### config.mk
export PLATFORM = sky130hd
export DESIGN_NAME = piso_tx
export DESIGN_NICKNAME = d
export VERILOG_FILES = /design/src/rtl/piso_tx.sv
export SDC_FILE = /design/constraint.sdc
export NUM_CORES = 1
export LEC_CHECK = 0
export CORE_AREA = 2 2 39 41
export CTS_CLUSTER_DIAMETER = 120
export DETAILED_ROUTE_END_ITERATION = 16
export DIE_AREA = 0 0 41 43
export HOLD_SLACK_MARGIN = 0.06
export MAX_ROUTING_LAYER = met4
export PLACE_DENSITY = 0.77
export RECOVER_POWER = 100
export SLEW_MARGIN = 0
export SYNTH_ARGS = -nofsm -noshare
export SYNTH_HDL_FRONTEND = slang
export SYNTH_SLANG_ARGS = --single-unit
### constraint.sdc
create_clock -name clk -period 2.1 [get_ports clk]
set_clock_uncertainty 0.15 [all_clocks]
set_input_delay 0.21 -clock clk [delete_from_list [all_inputs] [get_ports clk]]
set_output_delay 0.21 -clock clk [all_outputs]
set_load 0.01 [all_outputs]
### src/rtl/piso_tx.sv
// Parallel-in serial-out transmitter with load handshake,
// shift-enable stall and ready/busy/done status.
module piso_tx #(
  parameter int n         = 4,
  parameter bit MSB_FIRST = 1'b1
) (
  input  logic         clk,
  input  logic         rst,
  input  logic         load,
  input  logic [n-1:0] din,
  input  logic         en,
  output logic         sout,
  output logic         sout_valid,
  output logic         ready,
  output logic         busy,
  output logic         done
);

  localparam int CW = $clog2(n);
  localparam logic [CW-1:0] LAST = CW'(n - 1);

  typedef enum logic [1:0] {
    IDLE  = 2'd0,
    SHIFT = 2'd1,
    DONE  = 2'd2
  } state_t;

  state_t        state;
  logic [n-1:0]  shreg;
  logic [CW-1:0] cnt;
  logic [n-1:0]  shifted;

  assign shifted = MSB_FIRST ? {shreg[n-2:0], 1'b0}
                             : {1'b0, shreg[n-1:1]};

  // Gate with sout_valid so the leftover last bit never leaks in DONE.
  assign sout = sout_valid &
                (MSB_FIRST ? shreg[n-1] : shreg[0]);

  always_ff @(posedge clk) begin
    if (rst) begin
      state      <= IDLE;
      shreg      <= '0;
      cnt        <= '0;
      sout_valid <= 1'b0;
      ready      <= 1'b1;
      busy       <= 1'b0;
      done       <= 1'b0;
    end else begin
      unique case (state)
        IDLE: begin
          if (load) begin
            shreg      <= din;
            cnt        <= '0;
            state      <= SHIFT;
            sout_valid <= 1'b1;
            ready      <= 1'b0;
            busy       <= 1'b1;
          end
        end
        SHIFT: begin
          if (en) begin
            if (cnt == LAST) begin
              state      <= DONE;
              sout_valid <= 1'b0;
              done       <= 1'b1;
            end else begin
              shreg <= shifted;
              cnt   <= cnt + 1'b1;
            end
          end
        end
        DONE: begin
          state <= IDLE;
          done  <= 1'b0;
          busy  <= 1'b0;
          ready <= 1'b1;
        end
        default: begin
          state      <= IDLE;
          sout_valid <= 1'b0;
          ready      <= 1'b1;
          busy       <= 1'b0;
          done       <= 1'b0;
        end
      endcase
    end
  end

endmodule

==> summary.txt, run 1 <==
Clock tree
  – CTS tree: done
  – H-Tree Depth: 1
  – Clock Tree Root: clkbuf_4
  – Clock Tree Buf Depth: 2
  – CTS resizes: 0
  – Total CTS buffers: 3
  – Clock-pin slew on the worst setup and hold paths: 0.08 ns
  – Worst-Skew Late Latency: 0.28 ns
  – Hold-fix buffers at CTS: 0
  – Clock sinks: 12
  – Postcts setup bufs: 0

Place
  – Final GP Congestion: 0.778
  – Port bufs: 12
  – Setup WS pre-CTS: 0.445 ns
  – Hpwl dp: 815 um

Floorplan
  – Core area: 0.00138 sq mm
  – Core Rows: 14
  – Io pins: 13
  – Starting Density: 0.403
  – Die Width: 41 um
  – Die ar.: 0.00176 sq mm
  – Die Y: 43 um

Synth
  – Syn. warnings: 0
  – Mapped Cells: 55
  – Syn nets: 64
  – Syn Area/Cell: 10.1 sq um
  – #FFs+latches synth: 12
  – Post-Syn Area: 558 sq um
  – Yosys cell types: 23
  – Sequential-to-total area share from yosys stat: 0.430

Route
  – Total wire length: 1.09 mm
  – M1 wire length: 489 um
  – Drt first pass iters: 2
  – Routed WL per cell: 12.6 um
  – Met3 wire len: 46 um
  – Drt drc: 0
  – DRT iter0 DRCs: 3
  – Routed Antenna Nets: 0
  – Number of vias per cell: 5.28
  – Top layer in use: met4
  – Met2 wire len: 537 um
  – Vias: 454

Setup path
  – CP Cell Sequence: and2_1 -> dlygate4sd3_1
  – Critical path's largest stage delay: 0.59 ns
  – Worst r2r path cells: 4
  – Critical path data arrival time: 1.35 ns
  – R2R Path Start: cnt[0]
  – CP Max Fanout: 4
  – Critical path class: reg -> out
  – Reg-to-reg slack, setup: 0.58 ns
  – Startpoint types: register
  – Reg-to-reg endpoint: shreg[1]
  – Critical path endpoint category: primary output
  – Worst path slowest cell: dlygate4sd3_1
  – Crit path required time: 1.74 ns

Power and ir drop
  – Design Power: 513 uW
  – Clk pwr share: 0.364
  – Switch share: 0.244
  – VDD IR max: 0.409 mV
  – Power Dens Cells: 734 mW/mm^2
  – Internal power: 388 uW
  – Comb pwr share: 0.142
  – NetSw: 125 uW
  – Seq pwr share: 0.494
  – Standby leakage power: 0.282 nW

Timing
  – Final Critical Period: 1.71 ns
  – Period utilisation layout: 0.815
  – Setup Viol. Count Final: 0
  – FMAX: 584 MHz
  – Pins over their slew limit: 0
  – Rel. slew slack: 0.711
  – RSZ-0062 raised after global routing: no
  – Final Hold Viols: 0
  – Final Worst Setup Slack: 0.389 ns
  – Actual slew at the worst max-slew pin: 0.433 ns
  – Sum Neg Setup Slack: 0 ns

Global route
  – Initial antenna violation count: 0
  – Wire length of the first global-routing pass: 1.85 mm
  – Vias in the first global route: 462
  – Largest net degree at the start of global routing: 12
  – GRT overflow: 0
  – GRT Total Usage: 0.155

Outcome
  – Status: finished, final reports clean

Finish
  – Most common cell after layout, fill and taps aside: dfxtp_1
  – Share of layout cells above drive strength 1: 0.129
  – Area grow syn2layout: 25.3%
  – Sequential Area: 240 sq um
  – Ant diodes: 0
  – Layout net count: 80
  – Most frequent cells in the layout: dfxtp_1 (12), clkdlybuf4s50_1 (6), dlygate4sd3_1 (6), nand2_1 (5), nor3_1 (5)
  – Fill count: 142
  – Area of the multi-input gates: 264 sq um

Worst hold path
  – Beginning of the worst hold path: ready
  – WHS Path Cells: 2
  – HP Class: reg -> reg
  – WHS Endpoint: ready

Job
  – Max Cap Violations: 0
## per-stage QoR
step	utilization	cells	instance area, sq um	hold slack, ns
finish	0.505	86	699	0.312
floorplan	-	55	558	0.196
detailed placement	0.498	82	689	0.304
CTS	0.524	86	726	0.321
global route	0.505	86	699	0.345
global placement	0.498	82	689	0.297
## cells by family (layout without fill, tap and decap cells)
| logic type | Yosys count | in the layout | synth area share |
|---|---|---|---|
| flops | 12 | 12 | 0.430 |
| buf+inv | 5 | 20 | 0.0493 |
| simple gates | 22 | 22 | 0.269 |
| compound gates | 12 | 12 | 0.175 |
| mux | 3 | 3 | 0.0538 |
| fa+ha+maj | 1 | 1 | 0.0224 |
## cell type report
cell class	instances	share of cell area
tap	16	0.0286
sequential	12	0.343
multi-input combinational	38	0.377
timing repair buffer	13	0.182
inverter	3	0.0161
clock buffer	4	0.0519
## state kept, by name, indices dropped and copies added, names as in the netlist
register and count:
shreg 4, cnt 2, state 2, done 1
busy 1, ready 1, sout_valid 1
## worst max-delay path by stage
stage | startpoint | end | depth (start not counted)
4_1_cts | sout_valid | sout | 2
3_3_place_gp | load | shreg[3] | 4
6_report | sout_valid | sout | 2
2_1_floorplan | cnt[0] | shreg[1] | 4
5_1_grt | sout_valid | sout | 2
3_5_place_dp | load | shreg[1] | 4
## metal layers
metal,GRT usage,vias up
li1,-,227
met5,-,-
met4,0.0600,0
met3,0.0314,2
met1,0.169,212
met2,0.259,13
## critical path: cells and delay by family, from the launching register on
family | cells | cell delay, ns
buffers and inverters | 1 | 0.59
and+or+nand+nor | 1 | 0.12
DFF | 1 | 0.36
## power groups by stage
stage	Combinational, mW	Clock [mW]	Sequential (mW)
after global routing	0.0803	0.198	0.257
after global placement	0.0807	0	0.259
after CTS	0.0834	0.188	0.254
after detailed placement	0.0828	0	0.260
after floorplan	0.0525	0	0.257
final	0.0728	0.187	0.254
## synth_stat cells
master | count | area share
nor3_1 | 5 | 0.045
nand4bb_2 | 1 | 0.029
and4bb_4 | 1 | 0.029
a211oi_2 | 4 | 0.090
mux2i_1 | 3 | 0.054
nor2_1 | 2 | 0.013
and2_1 | 1 | 0.011
nand2_1 | 4 | 0.027
o21ai_0 | 2 | 0.018
nand3_1 | 3 | 0.027
a21boi_0 | 1 | 0.013
nand2_4 | 1 | 0.020
nor2b_1 | 1 | 0.011
nor3b_2 | 1 | 0.022
buf_2 | 1 | 0.0090
ha_1 | 1 | 0.022
dfxtp_1 | 12 | 0.43
buf_6 | 1 | 0.020
a21oi_1 | 4 | 0.036
nand3b_1 | 1 | 0.013
or3b_4 | 1 | 0.020
o211a_1 | 1 | 0.018
inv_1 | 3 | 0.020
No activity file was read; power rests on OpenSTA's default activity.
==> run 2: changes to the inputs <==
Settings changed: CORE_AREA 2 2 39 41 to default, CORE_UTILIZATION from default to 41, DIE_AREA 0 0 41 43 to default, PLACE_DENSITY 0.77 to 0.78.
Clock period 2.1 ns to 1.4 ns, I/O delays scaled along.
==> run 2 against run 1 <==
- global-route usage grew 3.1 points
- combinational power increased by 79%
- sequential power is 49% higher
- critical path depth increased by 2
- worst hold slack got worse by 0.047 ns
- highest routed layer unchanged
- first-iteration DRC count up 33%
- sequential share of layout area down 1.8 points
- count of clock-buffer cells in the layout shrank 1
- via count decreased by 0.66%
- sequential cell count unchanged
==> summary.txt, run 2 (synthesis gave the netlist of run 1 again) <==
Power and ir drop
  – Switch share: 0.255
  – VDD IR max: 0.628 mV
  – Power Dens Cells: 970 mW/mm^2
  – NetSw: 184 uW
  – Comb pwr share: 0.181
  – Standby leakage power: 0.301 nW
  – Seq pwr share: 0.527
  – Internal power: 536 uW
  – Clk pwr share: 0.292

Clock tree
  – H-Tree Depth: 1
  – Clock-pin slew on the worst setup and hold paths: 0.07 ns
  – CTS tree: done
  – Clock Tree Root: clkbuf_4
  – Total CTS buffers: 3
  – Worst-Skew Late Latency: 0.27 ns
  – Hold-fix buffers at CTS: 0
  – Clock Tree Buf Depth: 2
  – Postcts setup bufs: 0
  – Clock sinks: 12

Timing
  – Pins over their slew limit: 0
  – Setup Viol. Count Final: 0
  – Hold slack: 0.264 ns
  – Actual slew at the worst max-slew pin: 0.320 ns
  – Period utilisation layout: 0.971
  – Rel. slew slack: 0.785
  – RSZ-0062 raised after global routing: yes
  – Final Hold Viols: 0
  – FMAX: 736 MHz
  – Final Critical Period: 1.36 ns

Route
  – Drt first pass iters: 2
  – Routed WL per cell: 11.7 um
  – Total wire length: 1.02 mm
  – Number of vias per cell: 5.18
  – Vias: 451
  – DRT iter0 DRCs: 4
  – Drt drc: 0
  – Routed Antenna Nets: 0

Global route
  – GRT Total Usage: 0.186
  – Largest net degree at the start of global routing: 10
  – Initial antenna violation count: 0
  – GRT overflow: 0
  – Wire length of the first global-routing pass: 1.68 mm
  – Vias in the first global route: 398

Floorplan
  – Core Rows: 12
  – Die Width: 38.9 um
  – Die Y: 38.9 um
  – Io pins: 13
  – Starting Density: 0.470
  – Core area: 0.00119 sq mm
  – Die ar.: 0.00151 sq mm

Setup path
  – Worst path slowest cell: and4bb_4
  – CP Max Fanout: 5
  – Largest delay share family, worst path: simple AND/OR/NAND/NOR gates
  – Buf/Inv on CP: 0
  – Startpoint types: register
  – CP Cell Sequence: ha_2 -> and4bb_4 -> nor2_1 -> a211oi_2
  – Crit path required time: 1.44 ns
  – Critical path's largest stage delay: 0.38 ns
  – Critical path class: reg -> reg
  – Critical path endpoint category: register
  – Critical path data arrival time: 1.40 ns

Finish
  – Biggest register: shreg
  – Area of the multi-input gates: 298 sq um
  – Most common cell after layout, fill and taps aside: dfxtp_1
  – Ant diodes: 0
  – Final Util: 0.626
  – Fill count: 100
  – Most frequent cells in the layout: dfxtp_1 (11), clkdlybuf4s50_1 (7), dlygate4sd2_1 (5), buf_4 (5)
  – Share of layout cells above drive strength 1: 0.274
  – Area grow syn2layout: 33.0%
  – Sequential Area: 241 sq um
  – Layout net count: 84
  – Flip-flop count of the largest register after layout: 4
  – Top flop regs: shreg x4, cnt x2, state x2

Place
  – Final GP Congestion: 0.782
  – Hpwl dp: 753 um
  – Port bufs: 12

Outcome
  – Status: finished, final reports clean

Job
  – Max Cap Violations: 0

Worst hold path
  – HP Class: in -> reg
-- run 2: path summary, 6_finish.rpt --
| path | slack [ns] | cells after the start | startpoint | to |
|---|---|---|---|---|
| max | 0.04 | 4 | cnt[0] | cnt[0] |
| min | 0.26 | 3 | din[0] | shreg[0] |
| min reg2reg | 0.30 | 2 | done | done |
| max reg2reg | 0.04 | 4 | cnt[0] | cnt[0] |
-- run 2: metrics by stage --
stage               power (mW)  worst slack, ns    TNS, ns  cell area [sq um]  instances
floorplan                0.464           0.0647          0                558         55
global placement         0.520          -0.0802     -0.424                717         84
detailed placement       0.523          -0.0979     -0.539                717         84
CTS                      0.728          0.00267          0                733         87
global route             0.767        -0.000300  -0.000300                742         87
finish                   0.720           0.0409          0                742         87
-- run 2: tightest hold or removal path, cell delays in order --
cell and delay (ns):
clkdlybuf4s50_1 0.39, nand2_1 0.06, a21oi_1 0.05
-- run 2: power by group through the flow --
stage,Combinational [mW],Sequential (mW),Clock (mW)
floorplan,0.0787,0.385,0
global placement,0.134,0.386,0
detailed placement,0.136,0.386,0
CTS,0.130,0.379,0.219
global route,0.143,0.383,0.242
finish,0.130,0.379,0.210
-- run 2: layout make-up --
| cell class | count | share of cell area |
|---|---|---|
| tap | 14 | 0.0236 |
| multi-input combinational | 38 | 0.401 |
| timing repair buffer | 17 | 0.204 |
| clock buffer | 3 | 0.0304 |
| sequential | 12 | 0.325 |
| inverter | 3 | 0.0152 |
-- run 2: timing repair --
item | CTS | global route
hold endpoints to repair | 0 | 0
endpoints found under the setup margin | 8 | 4
gates resized for setup | 5 | 3
pin swaps | 1 | 4
-- run 2: routing by layer --
metal / GRT usage / part of all wire / vias up
li1: - / - / 237
met2: 0.250 / 0.44 / 9
met4: 0.129 / 0.028 / 0
met3: 0.104 / 0.053 / 5
met1: 0.204 / 0.48 / 200
met5: - / 0 / -
